$ cat config.mk
export PLATFORM = sky130hd
export DESIGN_NAME = icache_direct_flat
export DESIGN_NICKNAME = d
export VERILOG_FILES = /design/src/rtl/icache_direct_if.sv /design/src/rtl/icache_direct.sv /design/src/flat_wrapper.sv
export SDC_FILE = /design/constraint.sdc
export NUM_CORES = 2
export LEC_CHECK = 0
export ABC_AREA = 1
export ABC_CLOCK_PERIOD_IN_PS = 6900
export BUFFER_PORTS_ARGS = -buffer_cell sky130_fd_sc_hd__buf_2
export CAP_MARGIN = 20
export CORE_MARGIN = 1
export CORE_UTILIZATION = 60
export DETAILED_ROUTE_END_ITERATION = 10
export PLACE_DENSITY = 0.74
export SLEW_MARGIN = 10
export SYNTH_ARGS = -nofsm -noshare
export SYNTH_HDL_FRONTEND = slang
export SYNTH_SLANG_ARGS = --single-unit
$ cat constraint.sdc
create_clock -name clk -period 6.9 [get_ports clk]
set_clock_uncertainty 0.05 [all_clocks]
set_input_delay 0.345 -clock clk [delete_from_list [all_inputs] [get_ports clk]]
set_output_delay 0.345 -clock clk [all_outputs]
set_load 0.1 [all_outputs]
$ cat src/rtl/icache_direct_if.sv
// Refill bus between icache_direct (master) and instruction memory (slave).
// One word per mem_req/mem_ack handshake; mem_data is valid in the ack cycle.
interface icache_direct_if;
   logic        mem_req;
   logic [31:0] mem_addr;
   logic        mem_ack;
   logic [31:0] mem_data;

   modport master (output mem_req, mem_addr, input mem_ack, mem_data);
   modport slave  (input mem_req, mem_addr, output mem_ack, mem_data);
endinterface

$ cat src/rtl/icache_direct.sv
// Direct-mapped read-only instruction cache with whole-line refill over icache_direct_if.
// Optional hit/miss performance counters are built when ICACHE_PERF_EN is defined.
module icache_direct #(
   parameter int LINES = 16,
   parameter int WORDS = 4
) (
   input  logic                clk,
   input  logic                rst,
   input  logic [31:0]         addr,
   input  logic                flush,
   output logic [31:0]         instr,
   output logic                pc_stall,
   icache_direct_if.master     bus,
   output logic [31:0]         hit_count,
   output logic [31:0]         miss_count
);

   localparam int OB = $clog2(WORDS);
   localparam int IB = $clog2(LINES);
   localparam int TW = 32 - OB - IB - 2;
   localparam logic [31:0]   NOP      = 32'h0000_0013;
   localparam logic [OB-1:0] CNT_LAST = OB'(WORDS - 1);

   typedef enum logic {IDLE, REFILL} state_t;

   state_t           state;
   logic [LINES-1:0] valid;
   logic [OB-1:0]    cnt;
   logic             flush_pend;
   logic             mem_req_q;
   logic [31:0]      mem_addr_q;

   logic [TW-1:0]    tag_mem  [LINES];
   logic [31:0]      data_mem [LINES][WORDS];

   logic [IB-1:0]    idx;
   logic [OB-1:0]    off;
   logic [TW-1:0]    tag;
   logic             lookup_hit;
   logic [IB-1:0]    fill_idx;
   logic [TW-1:0]    fill_tag;
   logic             fill_last;
   logic             unused_addr_bits;

   assign idx  = addr[OB+IB+1:OB+2];
   assign off  = addr[OB+1:2];
   assign tag  = addr[31:OB+IB+2];
   assign unused_addr_bits = ^addr[1:0];

   // The line being refilled is addressed by the latched miss address, never by addr.
   assign fill_idx  = mem_addr_q[OB+IB+1:OB+2];
   assign fill_tag  = mem_addr_q[31:OB+IB+2];
   assign fill_last = (state == REFILL) && bus.mem_ack && (cnt == CNT_LAST);

   assign lookup_hit = valid[idx] && (tag_mem[idx] == tag);

   assign bus.mem_req  = mem_req_q;
   assign bus.mem_addr = mem_addr_q;

   // NOTE: every output gets a default first so no path leaves it unassigned (no latch).
   always_comb begin
      instr    = NOP;
      pc_stall = 1'b1;
      if (state == IDLE && lookup_hit) begin
         instr    = data_mem[idx][off];
         pc_stall = 1'b0;
      end
   end

   // NOTE: sequential state uses non-blocking assignments only, so every register samples pre-edge values.
   always_ff @(posedge clk or negedge rst) begin
      if (!rst) begin
         state      <= IDLE;
         valid      <= '0;
         cnt        <= '0;
         flush_pend <= 1'b0;
         mem_req_q  <= 1'b0;
         mem_addr_q <= '0;
      end else begin
         case (state)
            IDLE: begin
               if (!lookup_hit) begin
                  valid[idx] <= 1'b0;
                  mem_addr_q <= {addr[31:OB+2], {(OB+2){1'b0}}};
                  cnt        <= '0;
                  mem_req_q  <= 1'b1;
                  state      <= REFILL;
               end
               if (flush) valid <= '0;
            end
            REFILL: begin
               if (flush) begin
                  valid      <= '0;
                  flush_pend <= 1'b1;
               end
               if (bus.mem_ack) begin
                  cnt        <= cnt + OB'(1);
                  mem_addr_q <= mem_addr_q + 32'd4;
               end
               if (fill_last) begin
                  // A flush seen at any point of this refill leaves the new line invalid.
                  if (!flush_pend && !flush) valid[fill_idx] <= 1'b1;
                  flush_pend <= 1'b0;
                  mem_req_q  <= 1'b0;
                  state      <= IDLE;
               end
            end
            default: state <= IDLE;
         endcase
      end
   end

   // NOTE: data and tag arrays carry no reset; valid bits alone decide whether their contents count.
   always_ff @(posedge clk) begin
      if (state == REFILL && bus.mem_ack) begin
         data_mem[fill_idx][cnt] <= bus.mem_data;
         if (cnt == CNT_LAST) tag_mem[fill_idx] <= fill_tag;
      end
   end

`ifdef ICACHE_PERF_EN
   logic [31:0] hit_q;
   logic [31:0] miss_q;

   always_ff @(posedge clk or negedge rst) begin
      if (!rst) begin
         hit_q  <= '0;
         miss_q <= '0;
      end else if (state == IDLE) begin
         if (lookup_hit) hit_q  <= hit_q + 32'd1;
         else            miss_q <= miss_q + 32'd1;
      end
   end

   assign hit_count  = hit_q;
   assign miss_count = miss_q;
`else
   assign hit_count  = '0;
   assign miss_count = '0;
`endif

endmodule

$ cat src/flat_wrapper.sv
// flat-port wrapper written by rule: the top's interface ports become plain ports
module icache_direct_flat 
#(
   parameter int LINES = 16,
   parameter int WORDS = 4
)
  (clk, rst, addr, flush, instr, pc_stall, hit_count, miss_count, bus_mem_req, bus_mem_addr, bus_mem_ack, bus_mem_data);
  icache_direct_if bus_i ();
  input  logic clk;
  input  logic rst;
  input  logic [31:0] addr;
  input  logic flush;
  output logic [31:0] instr;
  output logic pc_stall;
  output logic [31:0] hit_count;
  output logic [31:0] miss_count;
  output wire logic [$bits(bus_i.mem_req)-1:0] bus_mem_req;
  output wire logic [$bits(bus_i.mem_addr)-1:0] bus_mem_addr;
  input wire logic [$bits(bus_i.mem_ack)-1:0] bus_mem_ack;
  input wire logic [$bits(bus_i.mem_data)-1:0] bus_mem_data;
  assign bus_mem_req = bus_i.mem_req;
  assign bus_mem_addr = bus_i.mem_addr;
  assign bus_i.mem_ack = bus_mem_ack;
  assign bus_i.mem_data = bus_mem_data;
  icache_direct #(.LINES(LINES), .WORDS(WORDS)) u_core (.clk(clk), .rst(rst), .addr(addr), .flush(flush), .instr(instr), .pc_stall(pc_stall), .bus(bus_i), .hit_count(hit_count), .miss_count(miss_count));
endmodule
Word-level counts from Yosys, hierarchy flattened
Memory sizes are Yosys's and may differ from the RTL's.
Index checks and enable logic that the tools add are counted.
{"block": "word_totals", "out_inout_bits": 130, "ramBits": 2432, "word_cells": 82, "register_bits": 53, "inputBits": 68, "memories": 2}
{"name": "u_core.data_mem", "words": 16, "word_bits": 128, "read_ports": 1, "rd_ports_with_merged_regs": 0, "write_ports": 1, "line_no": "icache_direct.sv:34", "rtl": "logic [31:0] data_mem [LINES][WORDS];"}
{"name": "u_core.tag_mem", "words": 16, "word_bits": 24, "read_ports": 1, "rd_ports_with_merged_regs": 0, "write_ports": 1, "line_no": "icache_direct.sv:33", "rtl": "logic [TW-1:0] tag_mem [LINES];"}
{"block": "op_classes", "mux": 39, "addsub": 2, "eq_ne": 6, "order_cmp": 7, "bitwise_logic": 6, "reduce_logical": 14}
{"cell": "32-bit 2-to-1 mux", "n": 6}
{"cell": "128-bit 2-to-1 mux", "n": 1}
{"cell": "16-bit 2-to-1 mux", "n": 6}
{"cell": "32-bit binary-select mux with 2-bit select", "n": 1}
{"cell": "32-bit demux with 2-bit select", "n": 1}
{"cell": "32-bit case mux with 2 select lines", "n": 1}
{"cell": "32-bit by 3-bit adder with 32-bit output, second input constant", "n": 1}
{"cell": "16-bit case mux with 2 select lines", "n": 1}
{"cell": "24-bit == test", "n": 1}
{"cell": "16-bit AND", "n": 1}
{"cell": "16-bit NOT", "n": 1}
{"cell": "16-bit bitwise OR", "n": 1}
{"cell": "1-bit 2-to-1 mux", "n": 14}
{"cell": "4-bit by 5-bit < comparator with 1-bit output, second input constant", "n": 2}
{"cell": "1-bit demux with 4-bit select", "n": 2}
{"cell": "4-bit by 1-bit greater-or-equal comparator with 1-bit output, second input constant", "n": 2}
{"cell": "1-bit logical AND", "n": 8}
{"cell": "3-bit greater-or-equal comparator, second input constant", "n": 2}
{"cell": "2-bit != test, second input constant", "n": 3}
{"cell": "2-bit NOT with 3-bit output", "n": 2}
{"cell": "2-bit AND reduction", "n": 3}
{"cell": "1-bit binary-select mux with 4-bit select", "n": 1}
{"cell": "2-bit 2-to-1 mux", "n": 2}
{"cell": "1-bit case mux with 2 select lines", "n": 2}
{"cell": "8 further kinds", "n": 9}

Logic depth before layout (Yosys ltp)
{"block": "depth", "word_depth": 9, "depth_mapped": 23, "mapped_depth_nobuf": 20}

Worst setup path after synthesis
OpenSTA, ideal clock, no wires.
{"block": "synth_path", "path_kind": "register -> register", "from": "register u_core.mem_addr_q[6] (netlist: u_core.bus.mem_addr[6])", "to": "memory u_core.data_mem[7][0] (netlist name), enable pin", "stages_incl_launch_ff": 8, "setup_slack_ps": 2427, "setup_ps": 470, "synth_period_minus_slack_ps": 4473, "arrival_time_ps": 3954, "n_path_buf": 1, "path_cell_list": "dfrtp_1 clkbuf_1 inv_1 nor2_1 inv_1 nor2_1 inv_1 nor2_1"}
{"element": "start: declaration", "line_no": "icache_direct.sv:31", "rtl": "logic [31:0] mem_addr_q;"}
{"element": "start signal: assignment", "line_no": "icache_direct.sv:84", "rtl": "mem_addr_q <= {addr[31:OB+2], {(OB+2){1'b0}}};"}
{"element": "start signal: assignment", "line_no": "icache_direct.sv:98", "rtl": "mem_addr_q <= mem_addr_q + 32'd4;"}
{"element": "end: declaration", "line_no": "icache_direct.sv:34"}
Straight into the memory's write port.

Worst setup path after layout
{"block": "layout_path", "from": "input addr[5]", "to": "output instr[21]"}
{"block": "layout_between", "elab_chain_cells": 5, "word_cells_on_any_way": 11, "classes_between": "eq/ne (1); mux (6); reduce/logical (2); memory (2)"}
{"element": "start: declaration", "line_no": "flat_wrapper.sv:11", "rtl": "input logic [31:0] addr;"}
{"element": "memory read 16 x 24 bit (tied with other cells)"}
{"element": "24-bit == test (tied with other cells)", "line_no": "icache_direct.sv:55", "rtl": "assign lookup_hit = valid[idx] && (tag_mem[idx] == tag);"}
{"element": "1-bit logical AND or 32-bit 2-to-1 mux (tied branches)", "line_no": "icache_direct.sv:55, icache_direct.sv:65"}
{"element": "1-bit logical AND or 32-bit 2-to-1 mux (tied branches)", "line_no": "icache_direct.sv:64, icache_direct.sv:65"}
{"element": "32-bit 2-to-1 mux (*)", "line_no": "icache_direct.sv:64", "rtl": "if (state == IDLE && lookup_hit) begin"}
{"element": "end: declaration", "line_no": "flat_wrapper.sv:13", "rtl": "output logic [31:0] instr;"}
Mark *: on every way between the ends. The rest lies on a longest branch, timed or not. The select of a mux whose other input is x is not followed.

==> run metrics <==
status finished clean; Synth cell types 47; CP delay by family, top buffers and inverters; FP Rows 145; vias per inst 6.70; largest net degree at the start of global routing 177; CP Max Fanout 176; Avg Inst Size Synth 14.6 um^2; Cell Area, Synth 0.0945 mm^2; clock group share of total power 36.3%; dominant cell type by area after synthesis edfxtp_1; max-cap viol count 0; post-synthesis instance total 6,493; Worst path max stage delay 0.82 ns; # DRC 0; top cell type's share of synthesized area 77.3%; CTS tree done; GPL Wtd Cong 0.931; number of global-route vias before repair 56,400; Setup Buffers After CTS 0; Total GRT Usage 31.5%; critical-path cell list buf_2 > nand2_4 > buf_12 > buf_4 > o22ai_1 > o21ai_0 > nand4_1 > o221ai_1 > o21ai_0 > nor2_1 > buf_2; Avg WL per Cell 28.6 um; pwr dens 313 mW/mm^2; Leakage 34.8 nW; Comb pwr share 10.0%; crit path from addr[5]; Hold Fails Final Rpt 0; core area 0.156 mm^2; CTS root buffer clkbuf_16; initial antenna violation count 19; CP max-delay cell buf_4; sw frac 25.4%; worst vdd ir 0.286 mV; Setup violations, final 0; drt first pass iters 7; ANT nets after route 0; via count 59,500; post-synthesis async set-or-reset flop share 2.05%; Worst Path Buf+Inv 4; final net count 6,708; crit share post-route 75.4%; Starting Density 60.4%; Area Overhead vs Synth 11.4%; flops & latches, synth 2,483; fin crit period 5.20 ns; launching point of the worst reg2reg path u_core.state; 1st-iter DRT viols 8,451; CP Launch Type primary input; Worst Setup End Kind output port; routed wire length 254,000 um; deepest clock path buffer count 3; worst-case reg-to-reg path depth 6; Synth Flop Type edfxtp_1; Fin Setup TNS 0 ns; Rel. slew slack 22.6%; share of power burned in registers 53.7%; RSZ-0062 raised after global routing false; Crit. path cell count 11; chip width 399 um; CP required 6.50 ns; clock buffer count from CTS 228; CP arrival 4.81 ns; CTS clk-pin slew, worst paths 0.06 ns; Min-Delay Path Class primary input to flop; largest cells by area after synthesis edfxtp_1 77%, o22ai_1 5.8%, nand2_1 4.6%, o21ai_0 2.6%, dfrtp_1 1.4%; I/O pins 198; Final Hold Slack 0.0298 ns; PortBufs 129; Die Area 0.159 mm^2; FF-to-FF setup slack 3.11 ns; first-pass GRT wire length 366,000 um; Int Power 24.6 mW; Clock Sinks 2,483; FMAX 192 MHz; Filler Cell Count 10,300; register area share after synthesis 78.6%; post-DP HPWL 128,000 um; Die Y 399 um; Synth Warn # 0; CTS H-tree depth 4; RR Endpoint u_core.data_mem[1][2]; WS Path Type primary input to output port; end of the critical path instr[21]; Slew @ Worst Pin 1.16 ns; Worst-Skew Late Latency 0.84 ns; GRT Residual Overflow 0; Post-synth EDFFs 2,432; share of cells above drive strength 1 9.64%; Sw Pwr 8.36 mW; Slew Limit Fails 0
## repair_timing
| item | CTS | global route |
|---|---|---|
| hold buffers | 29 | 13 |
| hold endpoints to repair | 82 | 207 |
| gates resized for setup | 0 | 0 |
## cell usage in the layout (no fill, tap or decap), types with 5 or more instances in the layout
cell type,n
a22oi_1,127
o21ai_0,485
nand2_1,1158
nor3_1,26
nor2_4,69
nand3b_1,5
nand3_1,127
edfxtp_1,2432
diode_2,8
inv_1,86
nand4_1,100
buf_16,6
a221oi_1,7
conb_1,66
xor2_1,12
o221ai_1,46
buf_4,115
clkbuf_1,73
o211ai_1,28
buf_12,28
buf_2,128
clkbuf_16,235
o21ai_1,15
o22a_1,25
ha_1,5
bufinv_16,12
a22o_1,5
a21oi_1,80
dlygate4sd3_1,42
clkinv_2,34
dfrtp_1,51
o22ai_1,872
o31ai_1,17
clkinv_1,52
nor2_1,202
## synth_stat cells, drive strengths merged, types with 7 or more instances
master and count:
xor2 12, nor2 273, edfxtp 2432, nand4 101
a22oi 127, nand2 1166, a21oi 80, o22a 25
buf 254, a221oi 7, o211ai 28, nor3 26
o31ai 17, o22ai 872, o21ai 500, o221ai 46
inv 93, dfrtp 51, nand3 128, clkbuf 218
## kinds of logic (layout without fill, tap and decap cells)
group / count (synthesis) / count (layout) / synth area share, %
compound gates: 1718 / 1718 / 11.1
xor+xnor: 16 / 16 / 0.148
fa+ha+maj: 5 / 5 / 0.0662
buf+inv: 566 / 826 / 2.76
flops: 2483 / 2483 / 78.6
other cells: 1 / 74 / 0.00397
simple gates: 1704 / 1704 / 7.33
## cell type report
| cell class | count | area, um^2 | share of cell area (%) |
|---|---|---|---|
| inverters | 94 | 377 | 0.358 |
| clock inverters | 103 | 843 | 0.801 |
| well taps | 2058 | 2570 | 2.44 |
| clock buffers | 310 | 6180 | 5.87 |
| flip-flops and latches | 2483 | 74300 | 70.5 |
| repair buffers | 319 | 2650 | 2.52 |
| diodes | 8 | 20.0 | 0.0190 |
| multi-input cells | 3509 | 18400 | 17.4 |
## flip-flops by register name, summed over array words and instances (netlist names)
name                 flops
u_core.data_mem       2048
u_core.tag_mem         384
u_core.bus.mem_addr     30
u_core.valid            16
u_core.cnt               2
u_core.bus.mem_req       1
u_core.flush_pend        1
u_core.state             1
## worst min-delay path by stage
stage / endpoint / depth (start not counted) / slack [ns] / start
after CTS: u_core.bus.mem_addr[17] / 3 / 0.13 / rst
after global placement: u_core.flush_pend / 2 / 0.43 / u_core.flush_pend
after global routing: u_core.data_mem[10][45] / 1 / 0.03 / bus_mem_data[13]
after detailed placement: u_core.flush_pend / 2 / 0.43 / u_core.flush_pend
final: u_core.data_mem[9][81] / 1 / 0.03 / bus_mem_data[17]
after floorplan: u_core.bus.mem_addr[10] / 0 / -0.0006 / rst
## routing by layer
metal	global-route usage (%)	share of wire (%)	up-vias
met5	0	0.012	-
met4	13.2	4.1	6
met3	6.95	13	703
met2	48.8	47	4367
met1	43.7	36	29200
li1	-	-	25200
## power groups by stage
stage | Combinational, mW | Clock [mW] | Sequential (mW)
finish | 3.29 | 12.0 | 17.7
floorplan | 1.50 | 0 | 18.4
global route | 3.45 | 12.6 | 17.7
global placement | 3.11 | 0 | 18.0
detailed placement | 3.16 | 0 | 18.0
CTS | 3.20 | 12.0 | 17.7
## stage by stage
stage	instance area, um^2	utilization (%)	power (mW)	setup slack [ns]	instances
after floorplan	94800	-	19.9	2.43	6558
after global placement	97400	62.3	21.1	1.57	8400
after detailed placement	97500	62.4	21.2	1.51	8404
after CTS	105000	67.0	32.9	1.22	8846
after global routing	105000	67.4	33.8	1.64	8883
final	105000	67.4	32.9	1.70	8884
Note: power is estimated with default switching activity, not from simulation.
